$ cat src/rtl/fifo_read_serializer.sv
// Read-domain drain engine: pops whole words from a first-word-fall-through FIFO
// and streams each one as RATIO narrower beats, LSB slice first, with no bubbles.
module fifo_read_serializer #(
  parameter int WIDTH       = 32,
  parameter int OUT_WIDTH   = 8,
  parameter int COUNT_WIDTH = 16
) (
  input  logic                   read_clk,
  input  logic                   read_reset,
  input  logic                   fifo_empty,
  input  logic [WIDTH-1:0]       fifo_read_data,
  output logic                   fifo_read_en,
  output logic                   out_valid,
  input  logic                   out_ready,
  output logic [OUT_WIDTH-1:0]   out_data,
  output logic                   out_last,
  output logic [COUNT_WIDTH-1:0] words_drained
);

  localparam int RATIO = WIDTH / OUT_WIDTH;
  localparam int IDX_W = (RATIO > 1) ? $clog2(RATIO) : 1;
  localparam logic [IDX_W-1:0] LAST_IDX = IDX_W'(RATIO - 1);

  localparam logic [0:0] IDLE = 1'b0;
  localparam logic [0:0] SEND = 1'b1;

  logic [0:0]             state_q, state_d;
  logic [WIDTH-1:0]       word_buf_q, word_buf_d;
  logic [IDX_W-1:0]       beat_idx_q, beat_idx_d;
  logic [COUNT_WIDTH-1:0] cnt_q, cnt_d;
  logic                   acc, wdone;

  assign out_valid     = (state_q == SEND);
  assign acc           = out_valid && out_ready;
  assign wdone         = acc && (beat_idx_q == LAST_IDX);
  // out_ready reaches only the pop strobe, so a finishing word can hand over
  // to the next one in the same cycle.
  assign fifo_read_en  = !read_reset && !fifo_empty && ((state_q == IDLE) || wdone);

  assign out_data      = word_buf_q[OUT_WIDTH*int'(beat_idx_q) +: OUT_WIDTH];
  assign out_last      = out_valid && (beat_idx_q == LAST_IDX);
  assign words_drained = cnt_q;

  always_comb begin
    state_d    = state_q;
    word_buf_d = word_buf_q;
    beat_idx_d = beat_idx_q;
    cnt_d      = cnt_q;
    if (fifo_read_en) begin
      word_buf_d = fifo_read_data;
      beat_idx_d = '0;
      state_d    = SEND;
      cnt_d      = cnt_q + COUNT_WIDTH'(1);
    end else if (wdone) begin
      state_d    = IDLE;
    end else if (acc) begin
      beat_idx_d = beat_idx_q + IDX_W'(1);
    end
  end

  always_ff @(posedge read_clk) begin
    if (read_reset) begin
      state_q    <= IDLE;
      word_buf_q <= '0;
      beat_idx_q <= '0;
      cnt_q      <= '0;
    end else begin
      state_q    <= state_d;
      word_buf_q <= word_buf_d;
      beat_idx_q <= beat_idx_d;
      cnt_q      <= cnt_d;
    end
  end

endmodule

$ cat config.mk
export PLATFORM = sky130hd
export DESIGN_NAME = fifo_read_serializer
export DESIGN_NICKNAME = d
export VERILOG_FILES = /design/src/rtl/fifo_read_serializer.sv
export SDC_FILE = /design/constraint.sdc
export NUM_CORES = 1
export LEC_CHECK = 0
export ABC_CLOCK_PERIOD_IN_PS = 4400
export CAP_MARGIN = 20
export CORE_MARGIN = 1
export CORE_UTILIZATION = 50
export CTS_BUF_LIST = sky130_fd_sc_hd__clkbuf_8 sky130_fd_sc_hd__clkbuf_16
export CTS_CLUSTER_SIZE = 40
export DETAILED_ROUTE_END_ITERATION = 8
export GPL_TIMING_DRIVEN = 0
export PLACE_DENSITY_LB_ADDON = 0.25
export SLEW_MARGIN = 20
export SYNTH_ARGS = -nofsm -noshare
export SYNTH_HDL_FRONTEND = slang
export SYNTH_SLANG_ARGS = --single-unit
$ cat constraint.sdc
create_clock -name read_clk -period 4.4 [get_ports read_clk]
set_input_delay 0.88 -clock read_clk [delete_from_list [all_inputs] [get_ports read_clk]]
set_output_delay 0.88 -clock read_clk [all_outputs]
set_load 0.05 [all_outputs]
[Word-level counts from Yosys, hierarchy flattened]
Index checks and enable logic that the tools add are counted.
Word-level totals
  register bits: 51
  input bits: 36
  output and inout bits: 27
  word-level logic and storage cells: 23
Cells by class
  $add $sub $neg: 2
  eq/ne operators: 1
  shift operators: 1
  muxes and demuxes: 2
  bitwise logic cells: 2
  reductions and logical operators: 11
Operator list (number)
  32-bit by 6-bit variable part select with 8-bit output: 1
  16-bit by 1-bit adder with 16-bit output, second input constant: 1
  1-bit logical AND: 5
  2-bit by 1-bit adder with 2-bit output, second input constant: 1
  2-bit equality test, second input constant: 1
  1-bit logical NOT: 2
  1-bit two-way mux: 2
  1-bit NOT: 2
  2-bit AND reduction: 1
  2-bit nonzero test: 1
  2-bit OR reduction: 1
  1-bit logical OR: 1

[Depth between registers and ports, before layout]
Gate-level depths: netlist of the first run.
  depth in word-level cells: 5
  mapped depth: 7
  mapped depth without buffers: 5

[Worst setup path after synthesis of the first run]
Ideal clock, no wire load.
  kind: input-to-output
  start point: in out_ready
  end point: out fifo_read_en
  data arrival time: 2.081 ns
  setup slack: 1.439 ns
  stages on the path: 5
  path through: a21bo_2 -> nand2b_1 -> clkbuf_1 -> clkbuf_1 -> nor2_1
On the way
  longest elaborated chain between the ends: 4
RTL lines
  start: declaration: line 14  | input logic out_ready,
  1-bit logical AND: line 34  | assign acc = out_valid && out_ready;
  1-bit logical AND: line 35  | assign wdone = acc && (beat_idx_q == LAST_IDX);
  1-bit logical OR: line 38  | assign fifo_read_en = !read_reset && !fifo_empty && ((state_q == IDLE) || wdone);
  1-bit logical AND: line 38
  end: declaration: line 12  | output logic fifo_read_en,
No other way between the ends.

[Final worst setup path of the first run]
Ends and elaborated chain as after synthesis.

==> impl_metrics.ini, run 1 <==
[outcome]
status = finished clean

[worst_setup_path]
cp_max_fo = 10
startpoint = out_ready
rr_worst_depth = 5
worst_setup_path_start_kind = input pin
endpoint_kind = output pin
r2r-end = words_drained[15]
r2r_slack_ns = 2.28
worstPathArrival_ns = 3.21
worstPathRequired_ns = 3.52
reg2reg_from = beat_idx_q[0]
crit_type = in2out

[worst_hold_path]
holdCritPathClass = reg2reg
hold_end = word_buf_q[31]
min-delay-start = word_buf_q[31]
min_path_cells = 2

[global_route]
grt_pass1_wl_um = 7721
grt_max_degree = 16
grt_usage_pct = 22.92
grt_pass1_vias = 1721
overflow = 0
antenna_found_initial = 0

[power_and_ir_drop]
swShare_pct = 27.04
peakVddDrop_uv = 212.5
p_leak_uw = 0.001067
powerDensity_nw_per_um2 = 307.1
power.switching_uw = 243.5
intPower_uw = 656.9
clockPowerShare_pct = 29.2
combPwrFrac_pct = 16.1
seq_power_share_pct = 54.6

[floorplanning]
dieArea_sq_um = 4614
core_region_area_sq_um = 4086
die_h_um = 67.93
start_util_pct = 53.18
core.rowCount = 23
ios = 63
die_x_um = 67.93

[clocking]
cts_buffers = 5
clock_latency_ns = 0.31
cts.sinks = 51
cts_tree = done
htreeDepth = 2
cts_hold_buf = 0
cts-resized-gates = 0
cts_setup_buffers = 0
ctsRootBufferMaster = clkbuf_8
clk_pin_slew_ns = 0.09
ctsLongestPathBuffers = 2

[drt]
wl_um = 5052
via_per_inst = 5.352
ant_nets = 0
drtIter0Drc = 95
route.detailed.drc = 0
drt-pass1-iter-count = 4
num_vias = 1948
wl_per_cell_um = 13.88

[placement]
gp_congestion = 0.8075
hpwl_um = 3648
place_ws_ns = 0.3389
io_buffers = 61

[sta]
period_share_pct = 92.85
setup_violations = 0
hold_violations = 0
fmax_mhz = 244.8
skew_ns = 0.007088
fin_crit_ns = 4.085
finalWorstSetupSlack_ns = 0.3146
rsz0062_at_grt = no
relSlewSlack_pct = 51.70
setup_tns_ns = 0
slew_viol_final = 0
tightest_slew_ns = 0.7245

[finish]
nFillCells = 353
regArea_sq_um = 1021
multiInputGateArea_sq_um = 1069
nets = 351
areaGrowthSynthToFinish_pct = 34.89
drive_gt1_share_pct = 7.643
num_antenna_cells = 0

[synthesis]
synth-async-reset-ratio_pct = 0
synth_cells = 245
syn-cell-area_sq_um = 2173
synth-compound-area-share_pct = 11.00
synth.area.mux_share_pct = 10.65
synth_nets = 283
synthDistinctLibCells = 34
ys_top_cells_by_area = dfxtp_1 47%, nand2_1 12%, a21oi_1 8.8%
ys_seq_area_share_pct = 46.98
synth.largest_area_cell = dfxtp_1
synthTopCellsByCount = 69 x nand2_1, 51 x dfxtp_1, 38 x a21oi_1, 12 x clkbuf_1, 10 x nor2_1
ys_ff_latch = 51
synth_area_per_cell_sq_um = 8.871
synth_edf_count = 0
yosys_warnings = 0
synth_flop_cell = dfxtp_1
synth_top_family_by_area = simple AND/OR/NAND/NOR gates
yosysMostFrequentCell = nand2_1
synthXorXnorAreaFrac_pct = 3.224
synth_top_area_share_pct = 46.98
synth-simple-area-share_pct = 23.14
synthAdderAreaFrac_pct = 1.151

[flow_run]
maxCapViolCount = 0
==> state kept, by name (all words and copies together) (netlist names) <==
name	flops
word_buf_q	32
words_drained	16
beat_idx_q	2
out_valid	1
==> cell type report <==
type                       instances  share of cell area (%)
timing repair buffer              61                   20.83
buffer                            16                   2.732
tap                               50                   2.134
clock buffer                       5                   2.347
sequential                        51                   34.83
multi-input combinational        177                   36.45
clock inverter                     3                  0.5548
inverter                           1                  0.1280
==> kinds of logic (layout without fill, tap and decap cells) <==
| logic type | after synthesis | in the layout |
|---|---|---|
| DFF | 51 | 51 |
| and+or+nand+nor | 110 | 110 |
| xor gates and xnor gates | 8 | 8 |
| buffers and inverters | 17 | 86 |
| AOI/OAI and AO/OA | 44 | 44 |
| adders and majority gates | 2 | 2 |
| muxes | 13 | 13 |
==> worst max path at each step <==
stage                     cells past startpoint            to  slack (ns)
final                                         7  fifo_read_en        0.31
after global routing                          7  fifo_read_en        0.20
after CTS                                     7  fifo_read_en        0.32
after floorplan                               5  fifo_read_en        1.44
after detailed placement                      7  fifo_read_en        0.34
after global placement                        7  fifo_read_en        0.34
==> critical path, cell delays in order <==
cell and delay, ns:
clkdlybuf4s50_1 0.48, a21bo_2 0.27, nand2b_1 0.07, clkbuf_1 0.26, clkbuf_1 0.43, nor2_1 0.09, clkdlybuf4s50_1 0.72
==> layer usage <==
layer	vias to the layer above	part of all wire, %	global-route usage, %
met5	-	0	0
met4	0	2.1	12.50
met3	11	5.6	4.167
met2	56	49	36.15
met1	918	43	29.50
li1	963	-	-
==> per-stage QoR <==
| stage | util (%) | total power, uW | hold slack [ns] | cells | instance area [sq um] |
|---|---|---|---|---|---|
| after floorplan | - | 583.8 | 0.4306 | 245 | 2173 |
| final | 71.74 | 900.4 | 0.4561 | 364 | 2932 |
| after CTS | 71.74 | 903.6 | 0.4568 | 364 | 2932 |
| after global placement | 69.66 | 643.9 | 0.4412 | 356 | 2846 |
| after detailed placement | 69.66 | 647.2 | 0.4445 | 356 | 2846 |
| after global routing | 71.74 | 936.2 | 0.4801 | 364 | 2932 |
==> cells in the final DEF, fill, tap and decap left out, drive strengths merged, types with 5 or more instances in the layout <==
cell,instances
nand2,69
clkdlybuf4s50,61
dfxtp,51
a21oi,38
clkbuf,18
nor2,10
mux4,8
nand2b,5
==> power groups by stage <==
stage	registers [uW]	clock network (uW)	logic, uW
after global routing	495	285	157
after global placement	502	0	142
final	492	263	145
after floorplan	507	0	76.7
after CTS	492	266	145
after detailed placement	503	0	144
Note: power is estimated with default switching activity, not from simulation.
==> run 2: changes to the inputs <==
--- a/config.mk
+++ b/config.mk
@@ -8,7 +8,7 @@
 export ABC_CLOCK_PERIOD_IN_PS = 4400
 export CAP_MARGIN = 20
 export CORE_MARGIN = 1
-export CORE_UTILIZATION = 50
+export CORE_UTILIZATION = 30
 export CTS_BUF_LIST = sky130_fd_sc_hd__clkbuf_8 sky130_fd_sc_hd__clkbuf_16
 export CTS_CLUSTER_SIZE = 40
 export DETAILED_ROUTE_END_ITERATION = 8
==> run 2 against run 1 <==
  * Critical path depth did not move
  * Combinational power barely moved
  * Clock skew rose by 0.0015 ns
  * Largest cell class unchanged
  * Via count fell by 1.7%
==> impl_metrics.ini, run 2 (synthesis results as in run 1) <==
[clocking]
cts_hold_buf = 0
cts-resized-gates = 0
cts_tree = done
clock_latency_ns = 0.31
clk_pin_slew_ns = 0.10
cts.sinks = 51
ctsLongestPathBuffers = 2
cts_buffers = 5
htreeDepth = 2
cts_setup_buffers = 0
ctsRootBufferMaster = clkbuf_8

[power_and_ir_drop]
p_leak_uw = 0.001069
powerDensity_nw_per_um2 = 309.4
power.total_uw = 929.2
peakVddDrop_uv = 129.7

[worst_setup_path]
cp_num_cells = 7
r2r_slack_ns = 2.30
rr_worst_depth = 5
worstPathArrival_ns = 3.20
path_buf_inv = 4
cp_cell_sequence = clkdlybuf4s50_1 -> a21bo_2 -> nand2b_1 -> clkbuf_1 -> clkbuf_1 -> nor2_1 -> clkdlybuf4s50_1
crit_type = in2out
endpoint_kind = output pin
critical_path.top_delay_family = buffers and inverters
worst_path_max_delay_cell = clkdlybuf4s50_1
slowest_delay_ns = 0.72
cp_max_fo = 10
worst_setup_path_start_kind = input pin
worstPathRequired_ns = 3.52

[outcome]
status = finished clean

[sta]
setup_violations = 0
tightest_slew_ns = 0.7408
fin_crit_ns = 4.079
fmax_mhz = 245.1
setup_tns_ns = 0
hold_ws_ns = 0.4573
relSlewSlack_pct = 50.61
slew_viol_final = 0
skew_ns = 0.008598
period_share_pct = 92.71
rsz0062_at_grt = no
hold_violations = 0

[drt]
wl_um = 5309
ant_nets = 0
drt-pass1-iter-count = 4
wl_per_cell_um = 12.95
num_vias = 1915
route.detailed.drc = 0
via_per_inst = 4.671
drtIter0Drc = 71

[floorplanning]
ios = 63
die_h_um = 87.12
dieArea_sq_um = 7589
core.rowCount = 30
core_region_area_sq_um = 6907
die_x_um = 87.12
start_util_pct = 31.47

[global_route]
antenna_found_initial = 0
overflow = 0
globalRouteMet1Util_pct = 20.26
grt_pass1_wl_um = 8763
use_met2_pct = 24.12
grt_util_met3_pct = 2.844
grt_max_degree = 17
grt_usage_pct = 14.98
busiest_layer = met2
grt_pass1_vias = 1788

[finish]
areaGrowthSynthToFinish_pct = 38.17
multiInputGateArea_sq_um = 1069
regArea_sq_um = 1021
largest_reg_flops = 32
num_antenna_cells = 0
mostFrequentLayoutCells = 69 x nand2_1, 61 x clkdlybuf4s50_1, 51 x dfxtp_1
nFillCells = 740
drive_gt1_share_pct = 7.962
nets = 351
fin_util_pct = 43.48
final_cells = 410
largest-register = word_buf_q
mostFrequentLayoutCell = nand2_1

[flow_run]
maxCapViolCount = 0

[placement]
placed_cells = 402
io_buffers = 61
gp_congestion = 0.7291
hpwl_um = 3914

[worst_hold_path]
holdCritPathClass = reg2reg
min_path_cells = 2
run 2: layout make-up:
type,instances,area share (%)
flip-flops and latches,51,34.00
plain buffers,16,2.667
multi-input cells,177,35.58
clock inverters,2,0.5417
well taps,96,4.000
repair buffers,61,20.33
clock buffers,6,2.750
inverters,1,0.1250
run 2: through the flow:
stage | cell area [sq um] | worst slack [ns]
6_report | 3003 | 0.3207
3_5_place_dp | 2904 | 0.2943
5_1_grt | 3003 | 0.1927
4_1_cts | 3003 | 0.2752
2_1_floorplan | 2173 | 1.439
3_3_place_gp | 2904 | 0.3151
run 2: worst paths after layout:
path / start / endpoint
min: word_buf_q[31] / word_buf_q[31]
max reg2reg: beat_idx_q[1] / words_drained[15]
max: out_ready / fifo_read_en
min reg2reg: word_buf_q[31] / word_buf_q[31]
run 2: report_power, final:
part	internal (uW)	total (uW)	switching, uW
Combinational	67.2	145	78.2
Sequential	481	491	10.8
Clock	129	292	164
Total	677	929	253
run 2: per-layer routing:
layer / up-vias / wire [um]
li1: 968 / -
met1: 899 / 2429
met2: 43 / 2557
met3: 5 / 257
met4: 0 / 65
met5: - / 0
run 2: worst min-delay path, cell delays in order (launching register included):
cell	delay, ns
dfxtp_1	0.32
nand2_1	0.05
a21oi_1	0.05
